## src/rtl/loader_pkg.sv

```systemverilog
// rtl/loader_pkg.sv - shared states and constants for the instruction memory loader
package loader_pkg;

  typedef enum logic [2:0] {
    IDLE,
    HDR,
    DATA,
    CSUM,
    DONE,
    ERR
  } loader_state_t;

  localparam logic [7:0] LOADER_CKSUM_INIT = 8'h00;
  localparam int         BYTES_PER_WORD    = 4;

endpackage

```

## src/rtl/byte_word_packer.sv

```systemverilog
// rtl/byte_word_packer.sv - assembles four bytes into a little-endian 32-bit word
module byte_word_packer
  import loader_pkg::*;
(
  input  logic        clk,
  input  logic        rst,
  input  logic        clear,
  input  logic [7:0]  byte_data,
  input  logic        byte_valid,
  output logic        last_byte,
  output logic [31:0] word,
  output logic        word_valid
);

  localparam logic [1:0] LAST_IDX = 2'(BYTES_PER_WORD - 1);

  logic [1:0] cnt;

  // Combinational flag: the byte being accepted right now completes a word.
  assign last_byte = byte_valid && (cnt == LAST_IDX);

  // Shift bytes in from the top so the first byte ends up in [7:0]; word_valid
  // pulses the cycle after the fourth byte, when the word register is complete.
  always_ff @(posedge clk or posedge rst) begin
    if (rst) begin
      cnt        <= 2'd0;
      word       <= 32'd0;
      word_valid <= 1'b0;
    end else if (clear) begin
      cnt        <= 2'd0;
      word       <= 32'd0;
      word_valid <= 1'b0;
    end else begin
      word_valid <= last_byte;
      if (byte_valid) begin
        word <= {byte_data, word[31:8]};
        cnt  <= cnt + 2'd1;
      end
    end
  end

endmodule

```

## src/rtl/instr_mem_loader.sv

```systemverilog
// rtl/instr_mem_loader.sv - streams a checksummed program image into instruction memory
module instr_mem_loader
  import loader_pkg::*;
#(
  parameter int DEPTH = 64,
  parameter int AW    = 32
) (
  input  logic          clk,
  input  logic          rst,
  input  logic          load_start,
  input  logic [7:0]    rx_data,
  input  logic          rx_valid,
  output logic          rx_ready,
  output logic          mem_we,
  output logic [AW-1:0] waddr,
  output logic [31:0]   wdata,
  output logic          cpu_hold,
  output logic          load_done,
  output logic          load_err,
  output logic [7:0]    words_loaded
);

  localparam logic [8:0] DEPTH_W = 9'(DEPTH);

  loader_state_t state, next_state;

  logic       accept;
  logic       start_ok;
  logic       data_byte;
  logic       last_byte;
  logic       word_valid;
  logic [31:0] word;
  logic [7:0] cksum;
  logic [7:0] word_count;

  assign accept    = rx_valid && rx_ready;
  assign start_ok  = load_start && ((state == IDLE) || (state == ERR));
  assign data_byte = accept && (state == DATA);

  byte_word_packer u_packer (
    .clk        (clk),
    .rst        (rst),
    .clear      (start_ok),
    .byte_data  (rx_data),
    .byte_valid (data_byte),
    .last_byte  (last_byte),
    .word       (word),
    .word_valid (word_valid)
  );

  // The write port is driven straight from the packer and the word counter,
  // giving one cycle from the fourth byte to mem_we.
  assign mem_we = word_valid;
  assign wdata  = word;
  assign waddr  = {{(AW-10){1'b0}}, words_loaded, 2'b00};

  // State register.
  always_ff @(posedge clk or posedge rst) begin
    if (rst) begin
      state <= IDLE;
    end else begin
      state <= next_state;
    end
  end

  // Next-state logic. DATA leaves on the fourth byte of the last word, so the
  // final write lands while already in CSUM and no extra data byte is taken.
  always_comb begin
    next_state = state;
    case (state)
      IDLE: if (load_start) next_state = HDR;
      HDR: begin
        if (accept) begin
          if ({1'b0, rx_data} > DEPTH_W) next_state = ERR;
          else if (rx_data == 8'd0)      next_state = CSUM;
          else                           next_state = DATA;
        end
      end
      DATA: begin
        if (last_byte && ((words_loaded + 8'd1) == word_count)) next_state = CSUM;
      end
      CSUM: begin
        if (accept) next_state = (rx_data == cksum) ? DONE : ERR;
      end
      DONE:    next_state = IDLE;
      ERR:     if (load_start) next_state = HDR;
      default: next_state = IDLE;
    endcase
  end

  // Header count, running XOR and written-word counter; all restart on a new load.
  always_ff @(posedge clk or posedge rst) begin
    if (rst) begin
      cksum        <= LOADER_CKSUM_INIT;
      word_count   <= 8'd0;
      words_loaded <= 8'd0;
    end else if (start_ok) begin
      cksum        <= LOADER_CKSUM_INIT;
      word_count   <= 8'd0;
      words_loaded <= 8'd0;
    end else begin
      if ((state == HDR) && accept) word_count <= rx_data;
      if (data_byte)                cksum <= cksum ^ rx_data;
      if (mem_we)                   words_loaded <= words_loaded + 8'd1;
    end
  end

  // Status outputs registered from the upcoming state so they align with it.
  always_ff @(posedge clk or posedge rst) begin
    if (rst) begin
      rx_ready  <= 1'b0;
      cpu_hold  <= 1'b0;
      load_done <= 1'b0;
      load_err  <= 1'b0;
    end else begin
      rx_ready  <= (next_state == HDR) || (next_state == DATA) || (next_state == CSUM);
      cpu_hold  <= (next_state != IDLE);
      load_done <= (next_state == DONE);
      load_err  <= (next_state == ERR);
    end
  end

endmodule

```

## config.mk

```make
export PLATFORM = sky130hd
export DESIGN_NAME = instr_mem_loader
export DESIGN_NICKNAME = d
export VERILOG_FILES = /design/src/rtl/loader_pkg.sv /design/src/rtl/byte_word_packer.sv /design/src/rtl/instr_mem_loader.sv
export SDC_FILE = /design/constraint.sdc
export NUM_CORES = 1
export LEC_CHECK = 0
export BUFFER_PORTS_ARGS = -buffer_cell sky130_fd_sc_hd__buf_2
export CORE_MARGIN = 5
export CORE_UTILIZATION = 42
export DETAILED_ROUTE_END_ITERATION = 6
export HOLD_SLACK_MARGIN = 0.06
export PLACE_DENSITY = 0.68
export SETUP_SLACK_MARGIN = 0.15
export SLEW_MARGIN = 25
export SYNTH_ARGS = -nofsm -noshare
export SYNTH_HDL_FRONTEND = slang
export SYNTH_SLANG_ARGS = --single-unit
```

## constraint.sdc

```tcl
create_clock -name clk -period 6.5 [get_ports clk]
set_input_delay 1.3 -clock clk [delete_from_list [all_inputs] [get_ports clk]]
set_output_delay 1.3 -clock clk [all_outputs]
set_load 0.005 [all_outputs]
```

# After elaboration in Yosys (flattened, before gate mapping)
# Index checks and enable logic that the tools add are counted.
# Widths: inputs -> output; s select.
[totals] ff_bits=66 input_bits=12 word_cells=62 out_inout_bits=77
[classes] n_mux=19 n_eq_ne=12 bitwise=1 n_lt_le_gt_ge=1 n_reduce_logical=16 n_addsub=2
[op_table] op="$mux 32" count=2
[op_table] op="$mux 8" count=6
[op_table] op="$eq 8x8->1" count=2
[op_table] op="$mux 3" count=5
[op_table] op="$eq 3x2->1 const B" count=4
[op_table] op="$pmux 3 s4" count=1
[op_table] op="$eq 3x3->1 const B" count=3
[op_table] op="$add 8x1->8 const B" count=1
[op_table] op="$gt 8x7->1 const B" count=1
[op_table] op="$logic_not 8->1" count=1
[op_table] op="$xor 8x8->8" count=1
[op_table] op="$eq 3x1->1 const B" count=2
[op_table] op="$logic_and 1x1->1" count=6
[op_table] op="$reduce_bool 2->1" count=3
[op_table] op="$mux 2" count=2
[op_table] op="$logic_not 3->1" count=1
[op_table] op="$logic_or 1x1->1" count=3
[op_table] op="$mux 1" count=3
[op_table] op="$reduce_bool 3->1" count=1
[op_table] op="$add 2x1->2 const B" count=1
[op_table] op="$eq 2x2->1 const B" count=1
[op_table] op="$reduce_or 2->1" count=1

# Logic depth before layout (Yosys ltp)
[logic_depth] word_depth=9 ltp_mapped=8 depth_no_buf=8

# Modules after synthesis
# Synthesis repeated with hierarchy kept, for this count alone.
[unflattened] cells_unflattened=336 hier_area_um2=3564.7
[by_module_without_submodules] module="instr_mem_loader" area_per_inst_um2=2099.5 cells_per_inst=221 instances=1
[by_module_without_submodules] module="byte_word_packer" area_per_inst_um2=1465.2 cells_per_inst=115 instances=1

# Worst setup path before layout
# No wires, ideal clock.
[synth_path] kind="input -> register" startpoint="in rx_data[0]" endpoint="reg load_done" setup_time_ns=0.115 arrival_ns=2.688 path_slack_ns=3.697 stages=7 path_buffers=0 required_ns=6.385 path_cell_list="or4_4 -> or4_1 -> a41oi_2 -> a21oi_2 -> o31a_4 -> inv_2 -> nor2_1"
[synth_between] elab_chain_len=6
[synth_lines] element="start: declaration" line_no="instr_mem_loader.sv:11" rtl="input logic [7:0] rx_data,"
[synth_lines] element="parallel branches: the longest is 4 deep, another holds $gt 8x7->1"
[synth_lines] element="$pmux 3 s4 *" line_no="instr_mem_loader.sv:70" rtl="case (state)"
[synth_lines] element="named net next_state[0]" line_no="instr_mem_loader.sv:25" rtl="loader_state_t state, next_state;"
[synth_lines] element="$eq 3x3->1 *" line_no="instr_mem_loader.sv:118" rtl="load_done <= (next_state == DONE);"
[synth_lines] element="end signal: assignment" line_no="instr_mem_loader.sv:118"
[synth_lines] element="end: declaration" line_no="instr_mem_loader.sv:18" rtl="output logic load_done,"
# Mark *: on every way through the listed nets, which the timed path passes.
# A chain may end at the register's enable or synchronous reset.

# Final worst setup path
[layout_path] startpoint="in rx_valid" endpoint="reg load_done"
[layout_between] elab_chain_len=7
[layout_lines] element="start: declaration" line_no="instr_mem_loader.sv:12" rtl="input logic rx_valid,"
[layout_lines] element="$logic_and 1x1->1 *" line_no="instr_mem_loader.sv:36" rtl="assign accept = rx_valid && rx_ready;"
[layout_lines] element="$logic_and 1x1->1" line_no="instr_mem_loader.sv:38" rtl="assign data_byte = accept && (state == DATA);"
[layout_lines] element="$logic_and 1x1->1" line_no="byte_word_packer.sv:20" rtl="assign last_byte = byte_valid && (cnt == LAST_IDX);"
[layout_lines] element="$logic_and 1x1->1" line_no="instr_mem_loader.sv:80" rtl="if (last_byte && ((words_loaded + 8'd1) == word_count)) next_state = CSUM;"
[layout_lines] element="$mux 3" line_no="instr_mem_loader.sv:80"
[layout_lines] element="$pmux 3 s4 *" line_no="instr_mem_loader.sv:70"
[layout_lines] element="named net next_state[0]" line_no="instr_mem_loader.sv:25"
[layout_lines] element="$eq 3x3->1 *" line_no="instr_mem_loader.sv:118"
# The timed path passes the listed nets; every way through them passes the cells marked *.

==> metrics.md <==
| Metric | Value |
|---|---|
| FF-to-FF path depth | 8 |
| Root buf cell | clkbuf_8 |
| Synth area leader | dfrtp_1 |
| Setup Skew | between 0.005 and 0.006 ns |
| Register Area | about 0.0017 mm² |
| Mean routed wirelength per cell | 14.56 µm |
| Crit path cell chain | buf_2, nand3b_1, nor3_4, buf_4, nand4_1, a211o_4, o31a_4, inv_2, nor2_1 |
| Largest net degree at the start of global routing | 67 |
| Initial antenna violation count | 0 |
| Area contributors post-synth | dfrtp_1 (49%), nand2_1 (8.4%), buf_4 (7.2%) |
| Crit-path slowest cell | buf_4 |
| DP HPWL | about 5200 µm |
| Async set-or-reset flop fraction in the synthesized netlist | between 90% and 100% |
| Worst-path maximum fanout | 36 |
| Synth top area share | between 40% and 50% |
| Setup ws final | 3.743 ns |
| Diodes inserted | 0 |
| Worst skew pair latency | around 0.34 ns |
| Placer Congestion | a little over 0.8 |
| Post-CTS Resized | 0 |
| Hold crit path type | register to register |
| First-pass GRT wire length | 12360 µm |
| Yosys reg bits | 66 |
| Residual DRC | 0 |
| Max-cap violations | 0 |
| Iteration-0 DRC Markers | 150 |
| Post-synth EDFFs | 0 |
| Dpl ws | 3.419 ns |
| Share of layout cells above drive strength 1 | around a quarter |
| Core area | between 0.007 and 0.008 mm² |
| Clk sinks | between 60 and 70 |
| RSZ-0062 raised after global routing | false |
| GRT overflow | 0 |
| Post-route ant nets | 0 |
| Post-synthesis cell area | roughly 0.0033 mm² |
| Worst Setup Start Kind | input pin |
| WHS Endpoint | u_packer.word[5]$_DFFE_PP0P_ |
| # fillers | around 740 |
| Sequential share of the synthesized area | 49.40% |
| R2R Path End | load_done$_DFF_PP0_ |
| IO Count | slightly below 90 |
| Worst Tran Pin Value | 0.8653 ns |
| CTS tree | yes |
| TritonCTS buffer count | 9 |
| Hold path depth | 2 |
| Pleak | slightly below 2 nW |
| Worst slew margin | 42.10% |
| Area of the multi-input gates | around 0.0014 mm² |
| Post-synth top cells | nand2_1 (75), dfrtp_1 (66), a21oi_1 (39), buf_4 (32), nor2_1 (31) |
| Slowest stage delay, CP | 0.36 ns |
| Cell count after synthesis | roughly 360 |
| Initial Util | between 40% and 50% |
| Hold_sp | u_packer.word[5]$_DFFE_PP0P_ |
| Htree depth | 3 |
| Reg2Reg Setup Slack | 4.26 ns |
| # hold bufs at CTS | 0 |
| Final period utilization | 42.42% |
| Slew Limit Fails | 0 |
| Crit path required time | a little under 7 ns |
| Detailed Route WL | approximately 7500 µm |
| Die Y | roughly 99 µm |
| Synth warn | 0 |
| Routed via count | between 2000 and 3000 |
| CTS clock-pin slew for the worst setup and hold paths | roughly 0.070 ns |
| Main synth FF type | dfrtp_1 |
| Arrival @ worst endpoint | between 2 and 3 ns |
| Final Critical Period | ~2.8 ns |
| Status | finished, final reports clean |
| Max Clk Rate | between 300 and 400 MHz |
| # setup viols final | 0 |
| GRT Resource Usage Total | ~16% |
| Nets@finish | approximately 420 |
| Most common cell in the netlist | nand2_1 |
| Synth cell types | 40 |
| Reg-to-reg startpoint | state[2]$_DFF_PP0_ |
| DIE AREA | between 0.009 and 0.01 mm² |
| Critical Path End Type | register |
| Area grow syn2layout | 14.82% |
| VDD IR-drop max | between 300 and 400 µV |
| Hold Fails Final Rpt | 0 |
| Vias in the first global route | roughly 2400 |
| CTS max path bufs | 2 |
| Postcts setup bufs | 0 |
| Setup tns final | 0 ns |
| Port buffer count | 64 |
| DIE WIDTH | slightly below 100 µm |
| Pwr per Cell Area | 340.1 mW/mm² |
| Avg Synthesized Cell Area | around 9.3 µm² |
| Vias per Instance | roughly 4.8 |
| Num rows | 32 |
| WS Path Type | input pin to register |
| Drt pass-1 iters | 4 |
## sequential cells by signal (all words and copies together), names as in the netlist
register / cells
u_packer.word: 32
cksum: 8
word_count: 8
words_loaded: 8
state: 3
u_packer.cnt: 2
cpu_hold: 1
load_done: 1
load_err: 1
rx_ready: 1
u_packer.word_valid: 1
## final cells by class
type | count | area share, %
Sequential cell | 66 | 43.02
Inverter | 7 | 0.6845
Multi-Input combinational cell | 259 | 37.52
Clock inverter | 6 | 2.934
Clock buffer | 10 | 3.585
Tap cell | 102 | 3.325
Timing Repair Buffer | 67 | 8.931
## power breakdown
| group | total [mW] | switching (mW) | internal, mW |
|---|---|---|---|
| Combinational | 0.329 | 0.202 | 0.126 |
| Clock | 0.426 | 0.160 | 0.267 |
| Sequential | 0.550 | 0.0740 | 0.476 |
## cells in the final DEF (no fill, tap or decap), drive strengths merged
master	instances
a211o	1
a21oi	40
a31oi	3
a41oi	1
and2	3
and3	1
and4	1
and4b	1
buf	67
bufinv	3
clkbuf	10
clkinv	2
conb	24
dfrtp	66
ha	2
inv	8
mux2i	10
nand2	75
nand3	4
nand3b	1
nand4	5
nor2	32
nor3	4
nor3b	1
nor4	1
o21ai	7
o21bai	1
o31a	1
o31ai	1
or2b	1
or3	3
or4	2
xnor2	7
xor2	26
## stage by stage
| step | cell area (µm²) | power, mW | hold WS (ns) | utilization [%] | std cells |
|---|---|---|---|---|---|
| floorplan | 3430 | 0.8037 | 0.5060 | - | 382 |
| global placement | 3587 | 0.8758 | 0.5090 | 46.42 | 501 |
| detailed placement | 3588 | 0.8872 | 0.5126 | 46.44 | 501 |
| CTS | 3839 | 1.316 | 0.5222 | 49.68 | 517 |
| global route | 3839 | 1.383 | 0.5562 | 49.68 | 517 |
| finish | 3839 | 1.306 | 0.5194 | 49.68 | 517 |
## kinds of logic (layout without fill, tap and decap cells)
group                      after synthesis  after routing  synth area share, %
and+or+nand+nor                        135            135                17.96
DFF                                     66             66                49.40
buffers and inverters                   57             90                10.29
AOI/OAI and AO/OA                       55             55                9.843
xor gates and xnor gates                33             33                8.645
muxes                                   10             10                2.994
adders and majority gates                2              2               0.7484
other                                    1             24               0.1122
## critical path: cells and delay by family
family	cells	cell delay, ns
buffers and inverters	3	0.53
AO/OA/AOI/OAI	2	0.59
AND/OR/NAND/NOR	4	0.56
## how the worst max path moves through the flow
| stage | start | end | slack (ns) | cells after the start |
|---|---|---|---|---|
| CTS | rx_valid | load_done$_DFF_PP0_ | 3.78 | 9 |
| global placement | rx_valid | load_done$_DFF_PP0_ | 3.48 | 9 |
| floorplan | rst | cksum[0]$_DFFE_PP0P_ | 3.55 | 1 |
| detailed placement | rx_valid | load_done$_DFF_PP0_ | 3.42 | 9 |
| global route | rx_valid | load_done$_DFF_PP0_ | 3.68 | 9 |
| finish | rx_valid | load_done$_DFF_PP0_ | 3.74 | 9 |
## routing by layer
| metal | vias to the layer above | track usage, % | part of all wire [%] |
|---|---|---|---|
| met5 | - | 0 | 0 |
| met4 | 0 | 5.042 | 1.2 |
| met3 | 6 | 2.875 | 5.5 |
| met2 | 71 | 23.24 | 47 |
| met1 | 1206 | 22.91 | 47 |
| li1 | 1222 | - | - |
No activity file was read; power rests on OpenSTA's default activity.
